===== config.mk =====
export PLATFORM = sky130hd
export DESIGN_NAME = button_conditioner
export DESIGN_NICKNAME = d
export VERILOG_FILES = /design/src/rtl/button_pkg.sv /design/src/rtl/button_channel.sv /design/src/rtl/button_conditioner.sv
export SDC_FILE = /design/constraint.sdc
export NUM_CORES = 1
export LEC_CHECK = 0
export CAP_MARGIN = 20
export CORE_ASPECT_RATIO = 0.8
export CORE_UTILIZATION = 65
export CTS_BUF_LIST = sky130_fd_sc_hd__clkbuf_8 sky130_fd_sc_hd__clkbuf_16
export DETAILED_ROUTE_END_ITERATION = 8
export GPL_TIMING_DRIVEN = 0
export HOLD_SLACK_MARGIN = 0.12
export PLACE_DENSITY = 0.81
export SLEW_MARGIN = 20
export SYNTH_ARGS = -nofsm -noshare
export SYNTH_HDL_FRONTEND = slang
export SYNTH_SLANG_ARGS = --single-unit

===== constraint.sdc =====
create_clock -name clk -period 4.5 [get_ports clk]
set_input_delay 0.9 -clock clk [delete_from_list [all_inputs] [get_ports clk]]
set_output_delay 0.9 -clock clk [all_outputs]
set_load 0.02 [all_outputs]

===== src/rtl/button_pkg.sv =====
// Shared types and helpers for the button conditioner.
package button_pkg;

    typedef enum logic [1:0] {
        IDLE,
        DELAY,
        REPEAT
    } rpt_state_t;

    // Counter width able to hold 0..n-1, never narrower than one bit.
    function automatic int unsigned cnt_width(input int unsigned n);
        return (n <= 2) ? 1 : $clog2(n);
    endfunction

    function automatic int unsigned max_u(input int unsigned a, input int unsigned b);
        return (a > b) ? a : b;
    endfunction

endpackage


===== src/rtl/button_channel.sv =====
// One input channel: synchroniser, debounce counter, edge pulses and auto-repeat FSM.
module button_channel
    import button_pkg::*;
#(
    parameter int unsigned SYNC_STAGES     = 2,
    parameter int unsigned DEBOUNCE_CYCLES = 252000,
    parameter int unsigned REPEAT_DELAY    = 12600000,
    parameter int unsigned REPEAT_PERIOD   = 2520000
) (
    input  logic clk,
    input  logic rst_n,
    input  logic btn_in,
    input  logic repeat_en,
    output logic level,
    output logic press,
    output logic release_pulse,
    output logic pulse
);

    localparam int unsigned DW = cnt_width(DEBOUNCE_CYCLES);
    localparam int unsigned RW = cnt_width(max_u(REPEAT_DELAY, REPEAT_PERIOD));

    logic [SYNC_STAGES-1:0] sync;
    logic                   s;
    logic [DW-1:0]          dcnt;
    logic                   toggle_c;
    logic                   rise_c;
    logic                   fall_c;
    rpt_state_t             state, state_nxt;
    logic [RW-1:0]          rcnt, rcnt_nxt;
    logic                   rpt_evt_c;

    assign s        = sync[SYNC_STAGES-1];
    assign toggle_c = (s != level) && (dcnt == DW'(DEBOUNCE_CYCLES - 1));
    assign rise_c   = toggle_c & ~level;
    assign fall_c   = toggle_c & level;

    always_ff @(posedge clk or negedge rst_n) begin
        if (!rst_n) begin
            sync <= '0;
        end else begin
            sync <= {sync[SYNC_STAGES-2:0], btn_in};
        end
    end

    // Any disagreement that does not last the full window discards progress.
    always_ff @(posedge clk or negedge rst_n) begin
        if (!rst_n) begin
            dcnt          <= '0;
            level         <= 1'b0;
            press         <= 1'b0;
            release_pulse <= 1'b0;
        end else begin
            press         <= rise_c;
            release_pulse <= fall_c;
            if ((s == level) || toggle_c) begin
                dcnt <= '0;
            end else begin
                dcnt <= dcnt + DW'(1);
            end
            if (toggle_c) begin
                level <= ~level;
            end
        end
    end

    always_ff @(posedge clk or negedge rst_n) begin
        if (!rst_n) begin
            state <= IDLE;
            rcnt  <= '0;
            pulse <= 1'b0;
        end else begin
            state <= state_nxt;
            rcnt  <= rcnt_nxt;
            pulse <= rise_c | rpt_evt_c;
        end
    end

    // Entry is taken on the same edge that registers press; exit beats a due repeat.
    always_comb begin
        state_nxt = state;
        rcnt_nxt  = rcnt;
        rpt_evt_c = 1'b0;
        case (state)
            IDLE: begin
                if (rise_c && repeat_en) begin
                    state_nxt = DELAY;
                    rcnt_nxt  = '0;
                end
            end
            DELAY: begin
                if (fall_c || !repeat_en) begin
                    state_nxt = IDLE;
                    rcnt_nxt  = '0;
                end else if (rcnt == RW'(REPEAT_DELAY - 1)) begin
                    rpt_evt_c = 1'b1;
                    state_nxt = REPEAT;
                    rcnt_nxt  = '0;
                end else begin
                    rcnt_nxt = rcnt + RW'(1);
                end
            end
            REPEAT: begin
                if (fall_c || !repeat_en) begin
                    state_nxt = IDLE;
                    rcnt_nxt  = '0;
                end else if (rcnt == RW'(REPEAT_PERIOD - 1)) begin
                    rpt_evt_c = 1'b1;
                    rcnt_nxt  = '0;
                end else begin
                    rcnt_nxt = rcnt + RW'(1);
                end
            end
            default: begin
                state_nxt = IDLE;
                rcnt_nxt  = '0;
            end
        endcase
    end

endmodule


===== src/rtl/button_conditioner.sv =====
// N independent button/pad channels feeding the image pipeline controls.
// The falling-edge output is release_pulse because "release" is a reserved word.
module button_conditioner
    import button_pkg::*;
#(
    parameter int unsigned CHANNELS        = 8,
    parameter int unsigned SYNC_STAGES     = 2,
    parameter int unsigned DEBOUNCE_CYCLES = 252000,
    parameter int unsigned REPEAT_DELAY    = 12600000,
    parameter int unsigned REPEAT_PERIOD   = 2520000
) (
    input  logic                clk,
    input  logic                rst_n,
    input  logic [CHANNELS-1:0] btn_in,
    input  logic [CHANNELS-1:0] repeat_en,
    output logic [CHANNELS-1:0] level,
    output logic [CHANNELS-1:0] press,
    output logic [CHANNELS-1:0] release_pulse,
    output logic [CHANNELS-1:0] pulse
);

    for (genvar i = 0; i < CHANNELS; i++) begin : g_ch
        button_channel #(
            .SYNC_STAGES    (SYNC_STAGES),
            .DEBOUNCE_CYCLES(DEBOUNCE_CYCLES),
            .REPEAT_DELAY   (REPEAT_DELAY),
            .REPEAT_PERIOD  (REPEAT_PERIOD)
        ) u_ch (
            .clk          (clk),
            .rst_n        (rst_n),
            .btn_in       (btn_in[i]),
            .repeat_en    (repeat_en[i]),
            .level        (level[i]),
            .press        (press[i]),
            .release_pulse(release_pulse[i]),
            .pulse        (pulse[i])
        );
    end

endmodule


After elaboration in Yosys (flattened, before gate mapping)
Index checks and enable logic that the tools add are counted.

$add $sub $neg: 16. Equality and inequality tests: 80. Muxes and demuxes: 136. Bitwise logic cells: 32. Reductions and logical operators: 56.

Operator list (count): 2-to-1 mux 24 bit (40); one-hot mux 24 bit (3 select lines) (8); adder 24 x 1 -> 24 bit (second input constant) (8); equality test 24 x 22 -> 1 bit (second input constant) (8); equality test 24 bit (second input constant) (8); adder 18 x 1 -> 18 bit (second input constant) (8); equality test 18 bit (second input constant) (8); 2-to-1 mux 18 bit (8); 2-to-1 mux 2 bit (32); one-hot mux 2 bit (3 select lines) (8); 2-to-1 mux 1 bit (32); != test 2 x 1 -> 1 bit (second input constant) (16); != test 3 x 1 -> 1 bit (second input constant) (8); AND reduction 3 bit (8); AND 1 bit (16); equality test 2 x 1 -> 1 bit (second input constant) (8); equality test 2 bit (second input constant) (8); logical AND 1 bit (16); zero test 2 bit (8); logical OR 1 bit (16); one-hot mux 1 bit (2 select lines) (8); equality test 1 bit (8); zero test 1 bit (8); != test 1 bit (8); other kinds (2) (16).

Register bits after elaboration: 400. Input port bits: 18. Output and inout port bits: 32. Word-level logic and storage cells: 384.

Longest topological paths before layout
Depth in word-level cells: 7. Mapped depth: 10. Mapped depth without buffers: 7.

Cells and area by module
A second synthesis with hierarchy kept.

Cell total of the unflattened synthesis: 2378. Area, all modules: 21767.1 µm².

Modules (own cells, without submodules): button_channel at g_ch[0].u_ch ... (times used 6, cells each 301, area an instance 2745.1 µm², sequential area each 1251.2 µm²); button_channel at g_ch[7].u_ch (times used 1, cells each 282, area an instance 2665.1 µm², sequential area each 1251.2 µm²); button_channel at g_ch[2].u_ch (times used 1, cells each 290, area an instance 2631.3 µm², sequential area each 1251.2 µm²).

Worst setup path after synthesis
No wires, ideal clock.

Kind: register -> register. Start: register g_ch[4].u_ch.dcnt[5]. End: register g_ch[4].u_ch.rcnt[19]. Setup time: 125 ps. Arrival: 2535 ps. Data required time: 4375 ps. Slack: 1840 ps. Cell stages (with the launch flop): 8. Path buffers: 1. Clock period less this slack: 2660 ps. Cell sequence: dfrtp_1 -> or4_1 -> or4_1 -> buf_2 -> o311a_1 -> o21ai_0 -> o21ai_0 -> mux2_2.

Cells in the longest elaborated chain, start to end: 6. Elaborated cells between the ends (all ways): 10. Those cells by class: eq/ne: 2; mux: 3; bitwise: 2; reduce/logical: 3.

RTL lines: start, declared (line button_channel.sv:25) `logic [DW-1:0] dcnt;`; start signal, assigned (line button_channel.sv:59) `dcnt <= dcnt + DW'(1);`; equality test 18 bit * (line button_channel.sv:34) `assign toggle_c = (s != level) && (dcnt == DW'(DEBOUNCE_CYCLES - 1));`; logical AND 1 bit * (line button_channel.sv:34); AND 1 bit (line button_channel.sv:36) `assign fall_c = toggle_c & level;`; logical OR 1 bit (line button_channel.sv:92, button_channel.sv:104); 2-to-1 mux 24 bit (on tied branches) (line button_channel.sv:104, button_channel.sv:92); one-hot mux 24 bit (3 select lines) (line button_channel.sv:84) `case (state)`; end signal, assigned (line button_channel.sv:74) `rcnt <= rcnt_nxt;`; end, declared (line button_channel.sv:30) `logic [RW-1:0] rcnt, rcnt_nxt;`.

Every way passes the cells marked *; elsewhere a longest branch is shown, timed or not. A chain may end at the register's enable or synchronous reset.

Final worst setup path
Start: register g_ch[3].u_ch.dcnt[0]. End: register g_ch[3].u_ch.rcnt[23].

Cells in the longest elaborated chain, start to end: 6. Elaborated cells between the ends (all ways): 10. Those cells by class: eq/ne: 2; mux: 3; bitwise: 2; reduce/logical: 3.

RTL lines (line): start, declared (button_channel.sv:25); start signal, assigned (button_channel.sv:59); equality test 18 bit * (button_channel.sv:34); logical AND 1 bit * (button_channel.sv:34); AND 1 bit (button_channel.sv:36); logical OR 1 bit (button_channel.sv:92, button_channel.sv:104); 2-to-1 mux 24 bit (on tied branches) (button_channel.sv:104, button_channel.sv:92); one-hot mux 24 bit (3 select lines) (button_channel.sv:84); end signal, assigned (button_channel.sv:74); end, declared (button_channel.sv:30).

Marks and branches as above.

==> impl_results.md <==
* Outcome: complete, no violations
* Netlist cell types at slightly above 70
* NumNets Final at around 2,500
* CP Data Required Time at about 5000 ps
* Final Setup Violations at 0
* Vias/cell at between 6 and 7
* Die area at between 30,000 and 40,000 um2
* Top FF cell, synth: dfrtp_1
* Final min period at 3300 ps
* Async SR Flop Fraction at 1.00
* Max-slew violation count at 0
* Slowest Stage Delay on Critical Path at around 600 ps
* Share of cells above drive strength 1 at 0.0558
* Core Region at about 33,000 um2
* P&R area growth vs syn at 11.0%
* Syn Area/Cell at ~9 um2
* Slew headroom at 0.343
* Placer Congestion at 0.901
* Synth Warn # at 0
* Ranking of synthesized cells by area: dfrtp_1 46%, nand3_1 6.8%, nand2_1 4.7%
* Synth Net Count at between 2,000 and 2,500
* Initial Util at 0.663
* DP HPWL at between 30,000 and 40,000 um
* Gr usage total at 0.278
* Worst Setup End Kind: register
* Gate Count Post-Synth at between 2,000 and 2,500
* Design Area, Final at 24,000 um2
* Crit path max fanout at 10
* Sum of routed wire length over all layers at roughly 46,000 um
* Worst-Skew Late Latency at 540 ps
* Die width at 206 um
* Slowest CP cell: or4_1
* Crit-path cells: ha_1 > nand3_1 > or4_1 > clkbuf_1 > o31ai_2 > o211ai_1 > clkbuf_1 > or3_1 > nand3_1
* Max Cap Viol at 0
* HP Class: input pin to asynchronous set/reset pin
* Yosys top cell area share at 0.463
* Fmax at slightly above 300 MHz
* First drt pass iteration count at 5
* Hold Vio Cnt, Final at 0
* Vias in the first global route at about 17,000
* Total grt overflow at 0
* LEAKAGE at about 10 nW
* First-pass GRT wire length at about 80,000 um
* WP data arrival at 3760 ps
* Setup TNS Final at 0 ps
* H-tree levels at 2
* CTS clk-pin slew, worst paths at roughly 60 ps
* Family with the most delay on the worst path: simple AND/OR/NAND/NOR gates
* Max Clock Skew at 11.6 ps
* Crit path buffers/inverters at 2
* ANT nets after route at 0
* Seq. cell area at around 10,000 um2
* EDFF count, synth at 0
* Post-DP Area at 22,800 um2
* Area of the multi-input gates at around 11,000 um2
* Clk sinks at 400
* Detailed-route via count at about 18,000
* Setup CP Type: register to register
* TritonCTS buffer count at 40
* Number of diodes at 0
* Largest area contributor in the netlist: dfrtp_1
* Fin crit share at 0.733
* Root buffer cell: clkbuf_16
* # rows at 59
* Initial antenna violation count at 0
* CTS resizes at 0
* Power per cell area at 307 nW/um2
* DIE HEIGHT at roughly 170 um
* Setup Buffers After CTS at 0
* Worst hold slack at about 210 ps
* Avg WL per Cell at about 16 um
* Unrepaired setup endpoints after global routing: no
* # DRC at 0
* Drt first-iter violations at 1,482
* Setup crit start kind: register
* # port buffers at 49
* Io pins at 50
* CTS tree: yes
* VDD IR max at between 0.3 and 0.4 mV
* Filler instances at about 2,400
* Sequential-to-total area share from yosys stat at 0.463
* Worst slew pin tran at about 1000 ps
* Clock buffer depth at 3
* Number of hold buffers added after CTS at 0
* Synthesized area at between 20,000 and 25,000 um2
* Flops & latches, synth at 400
* Largest net degree at the start of global routing at a little under 100
==> sequential cells by signal, summed over array words and instances, names as in the netlist <==
name	flops
g_ch.u_ch.release_pulse	8
g_ch.u_ch.sync	16
g_ch.u_ch.press	8
g_ch.u_ch.level	8
g_ch.u_ch.dcnt	144
g_ch.u_ch.pulse	8
g_ch.u_ch.state	16
g_ch.u_ch.rcnt	192
==> through the flow <==
step | std cells | worst slack (ps) | util | total power, mW
after global placement | 2862 | -14790 | 0.694 | 4.22
after CTS | 2935 | 1230 | 0.735 | 7.45
after floorplan | 2386 | 1840 | - | 4.04
after detailed placement | 2866 | 1160 | 0.698 | 4.25
after global routing | 2935 | 1000 | 0.735 | 7.64
final | 2935 | 1200 | 0.735 | 7.36
==> cell usage in the layout, fill, tap and decap left out, types with 45 or more instances in the layout <==
master / count
and3_1: 51
clkbuf_1: 79
clkdlybuf4s50_1: 48
dfrtp_1: 400
inv_1: 89
nand2_1: 270
nand3_1: 293
nand4_1: 95
nor2_1: 226
o21ai_0: 96
or3_1: 92
xnor2_1: 45
xor2_1: 77
==> cell type report <==
class,count,share of cell area
clock inverter,21,0.00485
sequential,400,0.417
inverter,76,0.0119
clock buffer,48,0.0468
tap,427,0.0223
multi-input combinational,1785,0.446
buffer,125,0.0254
timing repair buffer,53,0.0252
==> worst register-to-register path, cell delays in order, from the launching register on <==
cell and delay (ps):
dfrtp_1 370, ha_1 200, nand3_1 270, or4_1 600, clkbuf_1 220, o31ai_2 430
o211ai_1 340, clkbuf_1 310, or3_1 400, nand3_1 100
==> power breakdown <==
part	switching, mW	internal [mW]
combinational	0.355	0.153
clock	1.36	1.82
sequential	0.0348	3.64
==> kinds of logic after synthesis <==
| logic type | share of synthesized area |
|---|---|
| and+or+nand+nor | 0.299 |
| DFF | 0.463 |
| AOI/OAI and AO/OA | 0.118 |
| muxes | 0.00608 |
| buffers and inverters | 0.0414 |
| xor gates and xnor gates | 0.0494 |
| adders and majority gates | 0.0231 |
==> routing by layer <==
layer  part of all wire  vias to the layer above  wire length, um  GRT usage
li1                   -                     8809                -          -
met1               0.47                     8813            21800      0.402
met2               0.46                      486            21300      0.445
met3              0.051                       73             2370     0.0369
met4              0.018                        0              834     0.0729
met5                  0                        -                0          0
==> worst paths after layout <==
| check | slack, ps | to | cells after the start | startpoint |
|---|---|---|---|---|
| max reg2reg | 1200 | g_ch[3].u_ch.rcnt[23] | 9 | g_ch[3].u_ch.dcnt[0] |
| min in group clk | 350 | g_ch[1].u_ch.sync[1] | 0 | g_ch[1].u_ch.sync[0] |
| max | 1200 | g_ch[3].u_ch.rcnt[23] | 9 | g_ch[3].u_ch.dcnt[0] |
| min | 210 | g_ch[0].u_ch.rcnt[8] | 1 | rst_n |
| max in group asynchronous | 3090 | g_ch[6].u_ch.rcnt[22] | 3 | rst_n |
| min reg2reg | 350 | g_ch[1].u_ch.sync[1] | 0 | g_ch[1].u_ch.sync[0] |
==> synth_stat cells (all sizes together) (5+ instances only) <==
| master | number |
|---|---|
| xor2 | 77 |
| nand2b | 17 |
| nor2b | 14 |
| buf | 46 |
| o311a | 5 |
| a31oi | 7 |
| o31a | 13 |
| o31ai | 27 |
| nor3b | 9 |
| a22oi | 6 |
| dfrtp | 400 |
| nor4b | 18 |
| a21o | 30 |
| o211ai | 14 |
| and3 | 51 |
| nor2 | 226 |
| inv | 76 |
| xnor2 | 45 |
| or3 | 92 |
| or2 | 7 |
| ha | 40 |
| nor4 | 35 |
| nor4bb | 7 |
| and4 | 26 |
| mux2 | 9 |
| nand2 | 270 |
| o41ai | 6 |
| and2 | 21 |
| nand3 | 293 |
| o22ai | 7 |
| clkbuf | 79 |
| nand4 | 95 |
| o311ai | 51 |
| and4b | 5 |
| or4 | 16 |
| o21ai | 100 |
| a21oi | 41 |
| nor3 | 35 |
| nand3b | 8 |
| o21a | 21 |
(Power assumes the default switching activity.)
==> RTL edit 1, RTL diff (same settings) <==
`DEBOUNCE_CYCLES` is set to 252000 in 2 places; all go to 1008000.
--- a/src/rtl/button_channel.sv
+++ b/src/rtl/button_channel.sv
@@ -5,3 +5,3 @@
     parameter int unsigned SYNC_STAGES     = 2,
-    parameter int unsigned DEBOUNCE_CYCLES = 252000,
+    parameter int unsigned DEBOUNCE_CYCLES = 1008000,
     parameter int unsigned REPEAT_DELAY    = 12600000,
--- a/src/rtl/button_conditioner.sv
+++ b/src/rtl/button_conditioner.sv
@@ -7,3 +7,3 @@
     parameter int unsigned SYNC_STAGES     = 2,
-    parameter int unsigned DEBOUNCE_CYCLES = 252000,
+    parameter int unsigned DEBOUNCE_CYCLES = 1008000,
     parameter int unsigned REPEAT_DELAY    = 12600000,
Formal check against the unedited RTL: no difference found for any inputs over 10 cycles, from zero or initial values and one cycle with rst_n low; that may be too few to reach the edited logic, so the function may still have changed.
==> RTL edit 1 against the unedited design <==
  * Cell area is 3.2% higher
  * First-iteration DRC count is 14% higher
  * Sequential cell count is 16 higher
  * Die area is 2.9% higher
  * Routed wire length is 3.9% higher
  * Count of clock-buffer cells in the layout is 6 higher
  * Worst setup slack better by 260 ps
  * Synthesized area is 2.9% higher
  * Critical path type unchanged
Power is not compared: it rests on default switching activity, and its combinational part moved more than twofold at a synthesized area within 25%.
==> RTL edit 1: results <==
[detailed_routing]
met2WireLength_um = 22800
drt_wl_total_um = 48200
drt-met1-wl_um = 22500
drt-vias-per-instance = 6.22
drt_iter0_drc = 1683
routed-wl-met3_um = 2100
highest_layer = met4

[clock_tree]
numCtsBuffers = 43
cts_resized = 0

[run_status]
status = finished, final reports clean

[logic_synthesis]
synthesis.nets = 2488
async_flop_share_pct = 100
synth-seq-cells = 416
ys_seq_area_share_pct = 46.8
synth_common_cells = dfrtp_1, nand2_1, nand3_1
synth_cell_type_count = 79
synth.area.top_cells = dfrtp_1, nand3_1, nand2_1

[setup_path]
crit_path_end = g_ch[0].u_ch.rcnt[23]
worstRegToRegCells = 6
cp_max_fo = 10
r2r_slack_ps = 1460
worstPathArrival_ps = 3450
critical_path.startpoint = g_ch[0].u_ch.dcnt[11]

[grt]
grt_use_total_pct = 28.1
grt_pass1_wl_um = 83500
grt_util_met3_pct = 3.45
grt_pass1_vias = 17900
use_met2_pct = 45.6
antenna_found_initial = 0
grt_max_degree = 99
met1_usage_pct = 40.0

[finish]
multi_input_cells = 1839
fill_cells = 2419
clkbuf_count = 54
buffer_area_share_pct = 4.82
reg_top3 = g_ch.u_ch.rcnt x192, g_ch.u_ch.dcnt x160
clk_share_pct = 5.54
multiInputGateArea_um2 = 11000
finalNetCount = 2586
drive_above_1_share_pct = 6.10
insertedDiodeCount = 0
sh_seq_area_pct = 42.0
buffers = 171
inverters = 57

[timing]
slew_headroom_pct = 21.8
fin_hold_ws_ps = 337
final.setup_skew_ps = 9.59

[power]
peakVddDrop_mv = 0.256

[hold_path]
hp-class = in2async

[placement]
dp_hpwl_um = 32800
place_congestion = 0.888
[RTL edit 1: cell count changes after synthesis, sizes merged, moves of 11 or more]
cell,change
or3,-33
nor2,+30
nand2,+21
inv,-19
nand4,-17
nor3b,+17
dfrtp,+16
a21oi,-13
and4,+12
xor2,+12
nor4,-11
or2,+11
[RTL edit 1: critical path: stages (launching register included)]
cell	delay, ps
dfrtp_1	440
nor4b_1	460
nand3_1	290
o31ai_2	620
o211ai_2	340
clkbuf_1	320
o311ai_0	440
[RTL edit 1: power groups by stage]
| stage | Combinational, µW | Clock, µW | Sequential [µW] |
|---|---|---|---|
| 2_1_floorplan | 54.1 | 0 | 3850 |
| 3_3_place_gp | 157 | 0 | 3860 |
| 3_5_place_dp | 174 | 0 | 3850 |
| 4_1_cts | 175 | 3530 | 3790 |
| 5_1_grt | 197 | 3670 | 3790 |
| 6_report | 167 | 3470 | 3790 |
[RTL edit 1: cells by family (layout without fill, tap and decap cells)]
group	after synthesis	in the layout	share of synthesized area [%]
DFF	416	416	46.8
xor gates and xnor gates	139	139	5.47
muxes	11	11	0.540
and+or+nand+nor	1287	1287	29.5
buffers and inverters	175	302	3.61
AOI/OAI and AO/OA	362	362	11.8
adders and majority gates	40	40	2.25
[RTL edit 1: per-stage QoR]
step / setup WS, ps / area [µm²] / TNS, ps / std cells
5_1_grt: 1190 / 24800 / 0 / 2991
3_3_place_gp: -15500 / 23300 / -6434670 / 2913
4_1_cts: 1440 / 24800 / 0 / 2991
6_report: 1460 / 24800 / 0 / 2991
3_5_place_dp: 1230 / 23400 / 0 / 2917
2_1_floorplan: 2080 / 22200 / 0 / 2430
==> RTL edit 2, RTL diff (config.mk and constraints unchanged) <==
Without the edit above. Encoding of `rpt_state_t`: now one-hot (3 bits for 3 states).
--- a/src/rtl/button_pkg.sv
+++ b/src/rtl/button_pkg.sv
@@ -3,6 +3,6 @@
 
-    typedef enum logic [1:0] {
-        IDLE,
-        DELAY,
-        REPEAT
+    typedef enum logic [2:0] {
+        IDLE   = 3'b001,
+        DELAY  = 3'b010,
+        REPEAT = 3'b100
     } rpt_state_t;
Formal check against the unedited RTL: same outputs for any inputs over 10 cycles, from zero or initial values and one cycle with rst_n low; not proved beyond that.
==> RTL edit 2 against the unedited design <==
  * Routed wire length increased by 0.97%
  * First-iteration DRC count increased by 1.7%
  * Worst setup slack improved by 150 ps
  * Total power increased by 7.0%
  * Sequential power increased by 3%
  * Synthesized area decreased by 0.47%
  * Sequential cell count increased by 8
  * Cell area increased by 0.44%
  * Non-clock buffer count decreased by 18
  * Clock skew increased by 4.8 ps
  * Largest cell class unchanged
  * Largest power group unchanged
==> RTL edit 2: results <==
[clock_tree]
clock_latency_ps = 550
path_clk_slew_ps = 60
cts_root_buf = clkbuf_16
numCtsBuffers = 41
cts_setup_buffers = 0
htree_levels = 2

[run_status]
status = finished, final reports clean

[logic_synthesis]
synth_mux_area_share_pct = 1.07
synthAdderAreaFrac_pct = 0.930
synth_cell_type_count = 82
synthesis.nets = 2360
ys_seq_area_share_pct = 47.5
synth_compound_area_share_pct = 13.1
synth_common_cells = dfrtp_1, nand2_1, nor2_1
synth-xor-area-share_pct = 4.84
synth.area.top_cells = dfrtp_1, nand3_1, nand2_1
syn_inst = 2326

[timing]
final.setup_skew_ps = 16.4
slew_headroom_pct = 34.9

[setup_path]
slowest_delay_ps = 630
worstPathArrival_ps = 3570
cp_top_family = compound AO/OA/AOI/OAI gates
slowest_stage = or4_1

[power]
power.leakage_uw = 0.0102
switchingPower_uw = 1850
peakVddDrop_mv = 0.340

[placement]
dpl.cell_count = 2806
io_buffers = 49
place_congestion = 0.899
dp_slack_ps = 1230
dp_hpwl_um = 31500
place_area_um2 = 22700

[finish]
reg_top3 = g_ch.u_ch.rcnt x192, g_ch.u_ch.dcnt x144, g_ch.u_ch.state x24
drive_above_1_share_pct = 7.54
finalNetCount = 2456

[detailed_routing]
drt_iter0_drc = 1507
wire_per_inst_um = 16.2
drt_wl_total_um = 46800
via_count = 18000

[grt]
grt_pass1_wl_um = 78800
grt_use_total_pct = 27.9
grt_max_degree = 103
grt_pass1_vias = 16800
[RTL edit 2: power groups by stage]
stage          clock network [µW]  registers (µW)  logic (µW)
2_1_floorplan                   0            3840         299
3_5_place_dp                    0            3860         502
4_1_cts                      3660            3790         506
5_1_grt                      3790            3800         562
6_report                     3580            3790         503
3_3_place_gp                    0            3860         465
[RTL edit 2: metal layers]
metal  vias to the layer above  GRT usage (%)  wire [µm]  share of wire, %
li1                       8637              -          -                 -
met1                      8674           40.7      21600                46
met2                       610           44.1      21500                46
met3                        83           4.01       2950               6.3
met4                         0           6.94        762               1.6
met5                         -              0          0                 0
[RTL edit 2: cell type report]
cell class / count / area [µm²]
multi-input cells: 1749 / 10500
flip-flops and latches: 408 / 10200
fillers: 2328 / 8450
clock buffers: 49 / 1160
repair buffers: 53 / 606
plain buffers: 107 / 562
well taps: 427 / 534
clock inverters: 26 / 272
inverters: 62 / 233
[RTL edit 2: cells by family after synthesis]
family	count (synthesis)
buffers and inverters	169
multiplexers	22
AO/OA/AOI/OAI	408
XOR/XNOR	119
adder cells (fa/ha/maj)	16
flip-flops	408
AND/OR/NAND/NOR	1184
[RTL edit 2: path summary, 6_finish.rpt]
kind	startpoint	endpoint	slack, ps	cells past startpoint
hold reg to reg	g_ch[3].u_ch.sync[0]	g_ch[3].u_ch.sync[1]	350	0
max in group asynchronous	rst_n	g_ch[3].u_ch.state[0]	2890	3
hold / removal	rst_n	g_ch[2].u_ch.rcnt[18]	260	1
min in group clk	g_ch[3].u_ch.sync[0]	g_ch[3].u_ch.sync[1]	350	0
setup / recovery	g_ch[0].u_ch.dcnt[0]	g_ch[0].u_ch.rcnt[6]	1350	7
setup reg to reg	g_ch[0].u_ch.dcnt[0]	g_ch[0].u_ch.rcnt[6]	1350	7
